### config.mk
export PLATFORM = sky130hd
export DESIGN_NAME = ym3438_phase_gen
export DESIGN_NICKNAME = d
export VERILOG_FILES = /design/src/rtl/ym3438_pg_pkg.sv /design/src/rtl/ym3438_pg_detune.sv /design/src/rtl/ym3438_sr_bit_array.sv /design/src/rtl/ym3438_phase_gen.sv
export SDC_FILE = /design/constraint.sdc
export NUM_CORES = 1
export LEC_CHECK = 0
export CORE_ASPECT_RATIO = 0.8
export CORE_MARGIN = 5
export CORE_UTILIZATION = 40
export CTS_CLUSTER_SIZE = 24
export DETAILED_ROUTE_END_ITERATION = 7
export HOLD_SLACK_MARGIN = 0.1
export PLACE_DENSITY = 0.64
export REMOVE_ABC_BUFFERS = 1
export SETUP_SLACK_MARGIN = 0.4
export SKIP_CTS_REPAIR_TIMING = 1
export SYNTH_ARGS = -nofsm -noshare
export SYNTH_HDL_FRONTEND = slang
export SYNTH_SLANG_ARGS = --single-unit
### constraint.sdc
create_clock -name MCLK -period 11.58 [get_ports MCLK]
set_clock_uncertainty 0.1 [all_clocks]
set_input_delay 1.737 -clock MCLK [delete_from_list [all_inputs] [get_ports MCLK]]
set_output_delay 1.737 -clock MCLK [all_outputs]
set_load 0.03 [all_outputs]
### src/rtl/ym3438_pg_pkg.sv
// Shared types, constants and the OPN2 detune table for the phase generator.
// Detune rows are indexed by keycode; columns by detune magnitude 0..3.
package ym3438_pg_pkg;

    localparam int unsigned SLOTS   = 24;
    localparam int unsigned PHASE_W = 20;
    localparam int unsigned BF_W    = 17;

    // Per-slot operands latched on the c1 strobe.
    typedef struct packed {
        logic [11:0] fnum_lfo;
        logic [2:0]  fnum_hi;
        logic [2:0]  block;
        logic [2:0]  dt;
        logic [3:0]  mul;
        logic        pg_reset;
    } pg_slot_in_t;

    localparam logic [4:0] PG_DT_TABLE [32][4] = '{
        '{5'd0, 5'd0, 5'd1,  5'd2},  '{5'd0, 5'd0, 5'd1,  5'd2},
        '{5'd0, 5'd0, 5'd1,  5'd2},  '{5'd0, 5'd0, 5'd1,  5'd2},
        '{5'd0, 5'd1, 5'd2,  5'd2},  '{5'd0, 5'd1, 5'd2,  5'd3},
        '{5'd0, 5'd1, 5'd2,  5'd3},  '{5'd0, 5'd1, 5'd2,  5'd3},
        '{5'd0, 5'd1, 5'd2,  5'd4},  '{5'd0, 5'd1, 5'd3,  5'd4},
        '{5'd0, 5'd1, 5'd3,  5'd4},  '{5'd0, 5'd1, 5'd3,  5'd5},
        '{5'd0, 5'd2, 5'd4,  5'd5},  '{5'd0, 5'd2, 5'd4,  5'd6},
        '{5'd0, 5'd2, 5'd4,  5'd6},  '{5'd0, 5'd2, 5'd5,  5'd7},
        '{5'd0, 5'd2, 5'd5,  5'd8},  '{5'd0, 5'd3, 5'd6,  5'd8},
        '{5'd0, 5'd3, 5'd6,  5'd9},  '{5'd0, 5'd3, 5'd7,  5'd10},
        '{5'd0, 5'd4, 5'd8,  5'd11}, '{5'd0, 5'd4, 5'd8,  5'd12},
        '{5'd0, 5'd4, 5'd9,  5'd13}, '{5'd0, 5'd5, 5'd10, 5'd14},
        '{5'd0, 5'd5, 5'd11, 5'd16}, '{5'd0, 5'd6, 5'd12, 5'd17},
        '{5'd0, 5'd6, 5'd13, 5'd19}, '{5'd0, 5'd7, 5'd14, 5'd20},
        '{5'd0, 5'd8, 5'd16, 5'd22}, '{5'd0, 5'd8, 5'd16, 5'd22},
        '{5'd0, 5'd8, 5'd16, 5'd22}, '{5'd0, 5'd8, 5'd16, 5'd22}
    };

    // Keycode: block plus a two-bit note derived from the top fnum bits.
    function automatic logic [4:0] pg_keycode(input logic [2:0] block,
                                              input logic [2:0] fnum_hi,
                                              input logic       f7);
        logic n4;
        n4 = (fnum_hi[2] & (fnum_hi[1] | fnum_hi[0] | f7))
           | (~fnum_hi[2] & fnum_hi[1] & fnum_hi[0] & f7);
        return {block, fnum_hi[2], n4};
    endfunction

endpackage

### src/rtl/ym3438_pg_detune.sv
// Block shift, keycode, detune lookup and signed add for one slot (combinational).
// The result wraps modulo 2^17 on underflow, matching the silicon.
module ym3438_pg_detune
    import ym3438_pg_pkg::*;
(
    input  logic [11:0]     fnum_lfo,
    input  logic [2:0]      fnum_hi,
    input  logic [2:0]      block,
    input  logic [2:0]      dt,
    output logic [BF_W-1:0] bfd
);

    logic [BF_W+1:0] shifted;
    logic [BF_W-1:0] bf;
    logic [4:0]      kc;
    logic [4:0]      dv;
    logic [BF_W-1:0] dv_ext;

    always_comb begin
        // Shift in a wide enough word that block 7 never loses high bits.
        shifted = (BF_W+2)'(fnum_lfo) << block;
        bf      = shifted[BF_W+1:2];
        kc      = pg_keycode(block, fnum_hi, fnum_lfo[8]);
        dv      = PG_DT_TABLE[kc][dt[1:0]];
        dv_ext  = BF_W'(dv);
        bfd     = dt[2] ? (bf - dv_ext) : (bf + dv_ext);
    end

endmodule

### src/rtl/ym3438_sr_bit_array.sv
// Generic shift-register array: LEN entries of DATA_WIDTH bits, advancing when en is high.
// Output is the oldest entry, so a value re-emerges LEN shifts after it went in.
module ym3438_sr_bit_array #(
    parameter int unsigned DATA_WIDTH = 1,
    parameter int unsigned LEN        = 24
) (
    input  logic                  MCLK,
    input  logic                  rst,
    input  logic                  en,
    input  logic [DATA_WIDTH-1:0] data_in,
    output logic [DATA_WIDTH-1:0] data_out
);

    logic [DATA_WIDTH-1:0] mem_q [LEN];

    always_ff @(posedge MCLK) begin
        if (rst) begin
            for (int i = 0; i < LEN; i++) begin
                mem_q[i] <= '0;
            end
        end else if (en) begin
            mem_q[0] <= data_in;
            for (int i = 1; i < LEN; i++) begin
                mem_q[i] <= mem_q[i-1];
            end
        end
    end

    assign data_out = mem_q[LEN-1];

endmodule

### src/rtl/ym3438_phase_gen.sv
// YM3438 phase generator: fnum/block/detune/multiple to increment, 24-slot phase ring.
// Define PG_DBG_EN to expose the stage-B increment and a slot counter as debug outputs.
module ym3438_phase_gen #(
    parameter int unsigned SLOTS   = ym3438_pg_pkg::SLOTS,
    parameter int unsigned PHASE_W = ym3438_pg_pkg::PHASE_W
) (
    input  logic        MCLK,
    input  logic        IC,
    input  logic        c1,
    input  logic        c2,
    input  logic [11:0] fnum_lfo,
    input  logic [2:0]  fnum_hi,
    input  logic [2:0]  block,
    input  logic [2:0]  dt,
    input  logic [3:0]  mul,
    input  logic        pg_reset,
    output logic [9:0]  phase_out
`ifdef PG_DBG_EN
    ,
    output logic [19:0] pg_inc_dbg,
    output logic [4:0]  pg_slot_dbg
`endif
);

    import ym3438_pg_pkg::*;

    pg_slot_in_t        cap_d;
    pg_slot_in_t        cap_q;
    logic [BF_W-1:0]    bfd;
    logic [BF_W+3:0]    prod;
    logic [PHASE_W-1:0] inc_d;
    logic [PHASE_W-1:0] inc_q;
    logic               pg_reset_dly_q;
    logic [PHASE_W-1:0] ring_tail;
    logic [PHASE_W-1:0] ring_head;
    logic [9:0]         phase_q;

    always_comb begin
        cap_d          = '0;
        cap_d.fnum_lfo = fnum_lfo;
        cap_d.fnum_hi  = fnum_hi;
        cap_d.block    = block;
        cap_d.dt       = dt;
        cap_d.mul      = mul;
        cap_d.pg_reset = pg_reset;
    end

    // Stage A: operand capture on c1.
    always_ff @(posedge MCLK) begin
        if (IC) begin
            cap_q <= '0;
        end else if (c1) begin
            cap_q <= cap_d;
        end
    end

    ym3438_pg_detune u_detune (
        .fnum_lfo (cap_q.fnum_lfo),
        .fnum_hi  (cap_q.fnum_hi),
        .block    (cap_q.block),
        .dt       (cap_q.dt),
        .bfd      (bfd)
    );

    // mul==0 means a multiple of one half.
    always_comb begin
        prod  = {4'b0, bfd} * {{BF_W{1'b0}}, cap_q.mul};
        inc_d = (cap_q.mul == 4'd0) ? PHASE_W'(bfd >> 1) : PHASE_W'(prod);
    end

    // Stage B: increment and its phase-reset flag move on together at c2.
    always_ff @(posedge MCLK) begin
        if (IC) begin
            inc_q          <= '0;
            pg_reset_dly_q <= 1'b0;
        end else if (c2) begin
            inc_q          <= inc_d;
            pg_reset_dly_q <= cap_q.pg_reset;
        end
    end

    assign ring_head = pg_reset_dly_q ? '0 : (ring_tail + inc_q);

    // One shift register per phase bit; the tail is this slot's value from one pass ago.
    for (genvar b = 0; b < PHASE_W; b++) begin : g_plane
        ym3438_sr_bit_array #(
            .DATA_WIDTH (1),
            .LEN        (SLOTS)
        ) u_plane (
            .MCLK     (MCLK),
            .rst      (IC),
            .en       (c2),
            .data_in  (ring_head[b]),
            .data_out (ring_tail[b])
        );
    end

    always_ff @(posedge MCLK) begin
        if (IC) begin
            phase_q <= '0;
        end else if (c2) begin
            phase_q <= ring_head[PHASE_W-1 -: 10];
        end
    end

    assign phase_out = phase_q;

`ifdef PG_DBG_EN
    logic [4:0] slot_q;

    always_ff @(posedge MCLK) begin
        if (IC) begin
            slot_q <= '0;
        end else if (c2) begin
            slot_q <= (slot_q == 5'(SLOTS - 1)) ? 5'd0 : (slot_q + 5'd1);
        end
    end

    assign pg_inc_dbg  = 20'(inc_q);
    assign pg_slot_dbg = slot_q;
`endif

endmodule

==> qor.txt, run 1 <==
CP Data Required Time: 11.96 ns
Starting DRC count in detailed routing: 1394
Antenna viol nets, final: 0
CTS buffer count: 52
Worst reg2reg endpoint: inc_q[19]
Slew @ Worst Pin: 1.299 ns
DIE AREA: 66500 um2
Area of placed instances: 25780 um2
RSZ-0062 raised after global routing: false
R2R depth: 31
Sink Count: 537
Period minus WS final: 7.851 ns
Top delay family on crit path: compound AO/OA/AOI/OAI gates
Fmax: 127.4 MHz
Slowest CP cell: fa_1
Area Overhead vs Synth: 11.81%
CTS root buffer: clkbuf_16
Slew margin rel.: 13.40%
H-tree levels: 2
GR Overflow Total: 0
Die Wd: 287.1 um
CP Launch Point: cap_q[22]
Syn Area/Cell: 12.84 um2
Final Hold Viols: 0
Final nets: 2052
Worst Hold Launch: inc_q[4]
Antenna diode count: 0
Final core utilization: 45.02%
Clk buf depth: 3
Most used cell, CP: ha_1
Die Ht: 231.7 um
VDD IR max: 108.7 uV
Power Dens Cells: 173.1 nW/um2
Synth async-reset ratio: 0%
Clk_lat worst skew: 0.60 ns
Port Buf Inserts: 39
Vias in the first global route: 13339
Via count: 13858
Reg2reg start: cap_q[22]
Seq cells post-synth: 537
Synthesized instance count: 1913
Via density: 4.951
Part of the cycle the worst path needs: 67.80%
Wire length per cell: 16.57 um
Share of layout cells above drive strength 1: 5.841%
DP HPWL: 28.37 mm
Status: completed
Bufs and invs on worst path: 3
Post-synth EDFFs: 480
Final instance area: 27470 um2
Critical path type: flip-flop to flip-flop
CP peak stage delay: 0.54 ns
Max FO, Critical Path: 8
Hold_ws: 0.3591 ns
CP Capture Type: flip-flop
CTS tree: built
Largest net degree at the start of global routing: 343
Clock slew at reported path FFs: 0.06 ns
WHS Path Cells: 2
Max-Cap Viols: 0
Max-slew violations: 0
Mapped cell area: 24560 um2
Hold Path End: inc_q[4]
Synth Warn #: 0
# IOs: 40
Final wirelength: 46.38 mm
Pre-antenna DRT Iters: 6
GP Congestion: 0.8262
Row cnt: 81
Initial antenna violation count: 0
HP Class: flip-flop to flip-flop
Post-synthesis sequential area ratio: 63.32%
Main synth FF type: edfxtp_1
Total power draw: 4.754 mW
Total GRT Usage: 13.68%
Startpoint Class: flip-flop
DRC viols: 0
First-pass GRT wire length: 74.28 mm
Number of distinct library cells after synthesis: 79
R2r setup slk: 3.73 ns
Leakage Power: 10.92 nW
Final setup vio count: 0
Initial core utilization: 40.26%
Area of the core: 61010 um2
Worst endpoint data arrival time: 8.23 ns
kinds of logic (layout without fill, tap and decap cells):
group | count (synthesis) | in the layout | synth area share, %
AO/OA/AOI/OAI | 220 | 220 | 6.133
XOR/XNOR | 35 | 35 | 1.248
adder cells (fa/ha/maj) | 95 | 95 | 5.817
buffers and inverters | 174 | 230 | 2.715
flip-flops | 537 | 537 | 63.32
multiplexers | 52 | 52 | 2.165
AND/OR/NAND/NOR | 800 | 800 | 18.60
cell usage after synthesis, types with 26 or more instances:
library cell | n | area [um2]
o21ai_0 | 32 | 160.2
edfxtp_1 | 480 | 14410
nor2_1 | 79 | 296.5
a21oi_1 | 47 | 235.2
clkbuf_1 | 79 | 296.5
a21o_1 | 27 | 202.7
nor2b_1 | 136 | 850.8
fa_1 | 32 | 640.6
nand2_1 | 97 | 364.1
nand3_1 | 26 | 130.1
mux2i_1 | 43 | 430.4
inv_1 | 78 | 292.8
ha_1 | 63 | 788.3
and2_1 | 384 | 2402
dfxtp_1 | 57 | 1141
cell type report:
type | count | area, um2
well taps | 830 | 1039
flip-flops and latches | 537 | 15550
multi-input cells | 1202 | 8353
repair buffers | 54 | 525.5
inverters | 80 | 307.8
clock buffers | 75 | 1449
fillers | 5498 | 33550
clock inverters | 21 | 236.5
sequential cells by signal, indices dropped and copies added, names as in the netlist:
signal	cells
cap_q	26
g_plane.u_plane.mem_q	480
inc_q	20
pg_reset_dly_q	1
phase_out	10
cells in the final DEF (no fill, tap or decap), types with 18 or more instances in the layout:
cell | synthesis | routed
edfxtp_1 | 480 | 480
and2_1 | 384 | 384
nor2b_1 | 136 | 135
nand2_1 | 97 | 97
nor2_1 | 79 | 78
inv_1 | 78 | 77
ha_1 | 63 | 63
dfxtp_1 | 57 | 57
clkbuf_16 | 0 | 53
a21oi_1 | 47 | 47
mux2i_1 | 43 | 43
clkdlybuf4s50_1 | 0 | 38
o21ai_0 | 32 | 32
fa_1 | 32 | 32
a21o_1 | 27 | 27
nand3_1 | 26 | 26
xnor2_1 | 24 | 24
clkbuf_1 | 79 | 18
power breakdown:
group	switching (mW)	internal [mW]	leakage [nW]
clock network	0.730	0.943	0.806
logic	0.476	0.285	4.33
registers	0.0581	2.26	5.78
total	1.26	3.49	10.9
per-stage QoR:
stage	cells	setup WS, ns	setup TNS (ns)
after floorplan	1819	-0.6598	-263.56
after global placement	2703	4.012	0
after detailed placement	2703	3.852	0
after CTS	2799	3.794	0
after global routing	2799	3.087	0
final	2799	3.729	0
worst max path at each step:
stage	to	slack, ns	cells after the start
after CTS	inc_q[19]	3.79	31
after global routing	inc_q[19]	3.09	31
after detailed placement	inc_q[19]	3.85	31
after floorplan	g_plane[19].u_plane.mem_q[0][0]	-0.66	4
after global placement	inc_q[19]	4.01	31
final	inc_q[19]	3.73	31
metal layers:
metal	vias up	global-route usage [%]	wire [um]
met5	-	0	0
met4	0	3.301	933
met3	71	2.881	2339
met2	248	18.93	18950
met1	6821	21.84	24160
li1	6718	-	-
worst min-delay path, delay by kind of cell, from the launching register on:
kind / cells / cell delay [ns]
AND/OR/NAND/NOR: 2 / 0.10
flip-flops: 1 / 0.31
Note: power is estimated with default switching activity, not from simulation.
==> inputs of run 2 (changes only) <==
==> constraint.sdc (replaced) <==
create_clock -name MCLK -period 6.65 [get_ports MCLK]
set_clock_uncertainty 0.1 [all_clocks]
set_input_delay 0.9975 -clock MCLK [delete_from_list [all_inputs] [get_ports MCLK]]
set_output_delay 0.9975 -clock MCLK [all_outputs]
set_load 0.03 [all_outputs]
==> run 2 against run 1 <==
  * The run now ends with setup timing left
  * Clock-buffer cell count is 14 lower
  * Die area unchanged
  * Final area is 5.9% higher
  * Worst setup slack worse by 3.8 ns
  * Routed wire length up 0.69%
  * Sequential share of layout area is 3.2 points lower
  * Combinational power rose by 140%
  * Register-to-register slack worse by 3.8 ns
  * Critical endpoint is now inc_q[12]
  * Highest routed layer unchanged
==> qor.txt, run 2 (synthesis results as in run 1) <==
Status: complete, but fails checks (was completed)
Failing checks: setup timing
DIE AREA: 66500 um2 (unchanged)
DRC viols: 0 (unchanged)
Final wirelength: 46.70 mm (was 46.38 mm)
Slowest CP cell: fa_1 (unchanged)
GR Overflow Total: 0 (unchanged)
Starting DRC count in detailed routing: 1161 (was 1394)
Max-slew violations: 0 (unchanged)
Port Buf Inserts: 39 (unchanged)
Pre-antenna DRT Iters: 5 (was 6)
CP peak stage delay: 0.51 ns (was 0.54 ns)
VDD IR max: 180.5 uV (was 108.7 uV)
Clk buf depth: 3 (unchanged)
Via density: 4.929 (was 4.951)
Slew @ Worst Pin: 1.076 ns (was 1.299 ns)
Area Overhead vs Synth: 18.46% (was 11.81%)
WHS Path Cells: 2 (unchanged)
Final setup vio count: 8 (was 0)
HP Class: flip-flop to flip-flop (unchanged)
CP Data Required Time: 7.03 ns (was 11.96 ns)
R2r setup slk: -0.07 ns (was 3.73 ns)
CTS tree: built (unchanged)
Initial core utilization: 40.26% (unchanged)
Part of the cycle the worst path needs: 101.1% (was 67.80%)
Hold Path End: inc_q[4] (unchanged)
Power Dens Cells: 304.1 nW/um2 (was 173.1 nW/um2)
Largest net degree at the start of global routing: 295 (was 343)
Total power draw: 8.848 mW (was 4.754 mW)
Initial antenna violation count: 0 (unchanged)
Row cnt: 81 (unchanged)
Fmax: 148.8 MHz (was 127.4 MHz)
Number of flip-flops in the largest register: 480 (unchanged)
Critical path type: flip-flop to flip-flop (unchanged)
CTS root buffer: clkbuf_16 (unchanged)
First-pass GRT wire length: 75.00 mm (was 74.28 mm)
Clock slew at reported path FFs: 0.08 ns (was 0.06 ns)
Final core utilization: 47.69% (was 45.02%)
Area of the core: 61010 um2 (unchanged)
Pre-CTS setup slack: -0.3996 ns (was 3.852 ns)
Period minus WS final: 6.721 ns (was 7.851 ns)
Die Wd: 287.1 um (unchanged)
Worst reg2reg endpoint: inc_q[12] (was inc_q[19])
Register bank with the most flops: g_plane.u_plane.mem_q (unchanged)
Max FO, Critical Path: 4 (was 8)
Sink Count: 537 (unchanged)
Antenna viol nets, final: 0 (unchanged)
Clk_lat worst skew: 0.59 ns (was 0.60 ns)
Antenna diode count: 0 (unchanged)
H-tree levels: 2 (unchanged)
DP HPWL: 29.11 mm (was 28.37 mm)
CTS buffer count: 52 (unchanged)
Most frequent cells in the layout: edfxtp_1 (480), and2_1 (377), buf_4 (136), nor2b_1 (135), nand2_1 (95) (was edfxtp_1 (480), and2_1 (384), nor2b_1 (135), nand2_1 (97), nor2_1 (78))
Max-Cap Viols: 0 (unchanged)
Fillers: 5435 (was 5498)
Slew margin rel.: 28.26% (was 13.40%)
Final Hold Viols: 0 (unchanged)
Total GRT Usage: 13.70% (was 13.68%)
Worst endpoint data arrival time: 7.10 ns (was 8.23 ns)
Share of layout cells above drive strength 1: 17.07% (was 5.841%)
GP Congestion: 0.8918 (was 0.8262)
Via count: 14426 (was 13858)
Most common cell after layout, fill and taps aside: edfxtp_1 (unchanged)
RSZ-0062 raised after global routing: true (was false)
Worst Hold Launch: inc_q[4] (unchanged)
Largest regs: g_plane.u_plane.mem_q x480, cap_q x26, inc_q x20 (unchanged)
Wire length per cell: 15.96 um (was 16.57 um)
Reg2reg start: cap_q[22] (unchanged)
R2R depth: 32 (was 31)
Final nets: 2181 (was 2052)
Leakage Power: 11.67 nW (was 10.92 nW)
Vias in the first global route: 13996 (was 13339)
Die Ht: 231.7 um (unchanged)
# IOs: 40 (unchanged)
Setup WS post-layout: -0.07065 ns (was 3.729 ns)
Startpoint Class: flip-flop (unchanged)
CP Capture Type: flip-flop (unchanged)
## run 2: cell count changes in the layout (fill, tap and decap cells not counted), moves of 7 or more
cell,previous run,this run
a21oi_2,2,13
o21ai_0,32,21
a21oi_1,47,33
buf_4,14,136
o21ai_2,0,9
ha_2,0,7
ha_1,63,45
and2_4,0,8
and2_1,384,377
clkinv_2,3,10
clkbuf_1,18,7
inv_1,77,66
ha_4,0,11
inv_2,2,13
## run 2: power breakdown
group / leakage [nW] / switching (mW) / total [mW] / internal [mW]
combinational: 5.05 / 0.963 / 1.81 / 0.847
clock: 0.843 / 1.30 / 3.01 / 1.71
sequential: 5.78 / 0.0982 / 4.03 / 3.93
total: 11.7 / 2.36 / 8.85 / 6.49
## run 2: metrics by stage
stage	hold slack, ns	cell area (um2)	instances	setup TNS, ns
global route	0.3633	29100	2927	-3.019
finish	0.3513	29100	2927	-0.3946
floorplan	0.3268	24200	1819	-3119.23
CTS	0.3557	28440	2913	-2.737
global placement	0.3402	26690	2818	-0.8482
detailed placement	0.3386	26690	2818	-2.597
## run 2: how the worst max path moves through the flow
stage                          from                               to  slack [ns]  cells after the start
after floorplan                  IC  g_plane[19].u_plane.mem_q[0][0]       -4.85                      4
after global placement    cap_q[12]                        inc_q[19]       -0.18                     31
after detailed placement  cap_q[12]                        inc_q[19]       -0.40                     31
after CTS                 cap_q[12]                        inc_q[19]       -0.41                     31
after global routing      cap_q[22]                        inc_q[13]       -0.37                     34
final                     cap_q[22]                        inc_q[12]       -0.07                     32
## run 2: routing by layer
layer  vias up  routed length, um  track usage (%)
met5         -                  0                0
met4         0                761            3.150
met3        64               2080            2.616
met2       238              19780            19.29
met1      7134              24080            21.82
li1       6990                  -                -
## run 2: final cells by class
cell class              count  area, um2  area share, %
clock buffers              61       1355          4.657
clock inverters            34      392.9          1.350
inverters                  80      307.8          1.058
multi-input cells        1202       8894          30.56
flip-flops and latches    537      15560          53.46
well taps                 830       1039          3.569
repair buffers            183       1555          5.345
## run 2: critical path: cells and delay by family, from the launching register on
kind | cells | cell delay (ns)
and+or+nand+nor | 5 | 0.89
buffers and inverters | 5 | 0.54
adders and majority gates | 7 | 2.26
AOI/OAI and AO/OA | 12 | 2.10
xor gates and xnor gates | 2 | 0.28
DFF | 1 | 0.33
muxes | 1 | 0.13
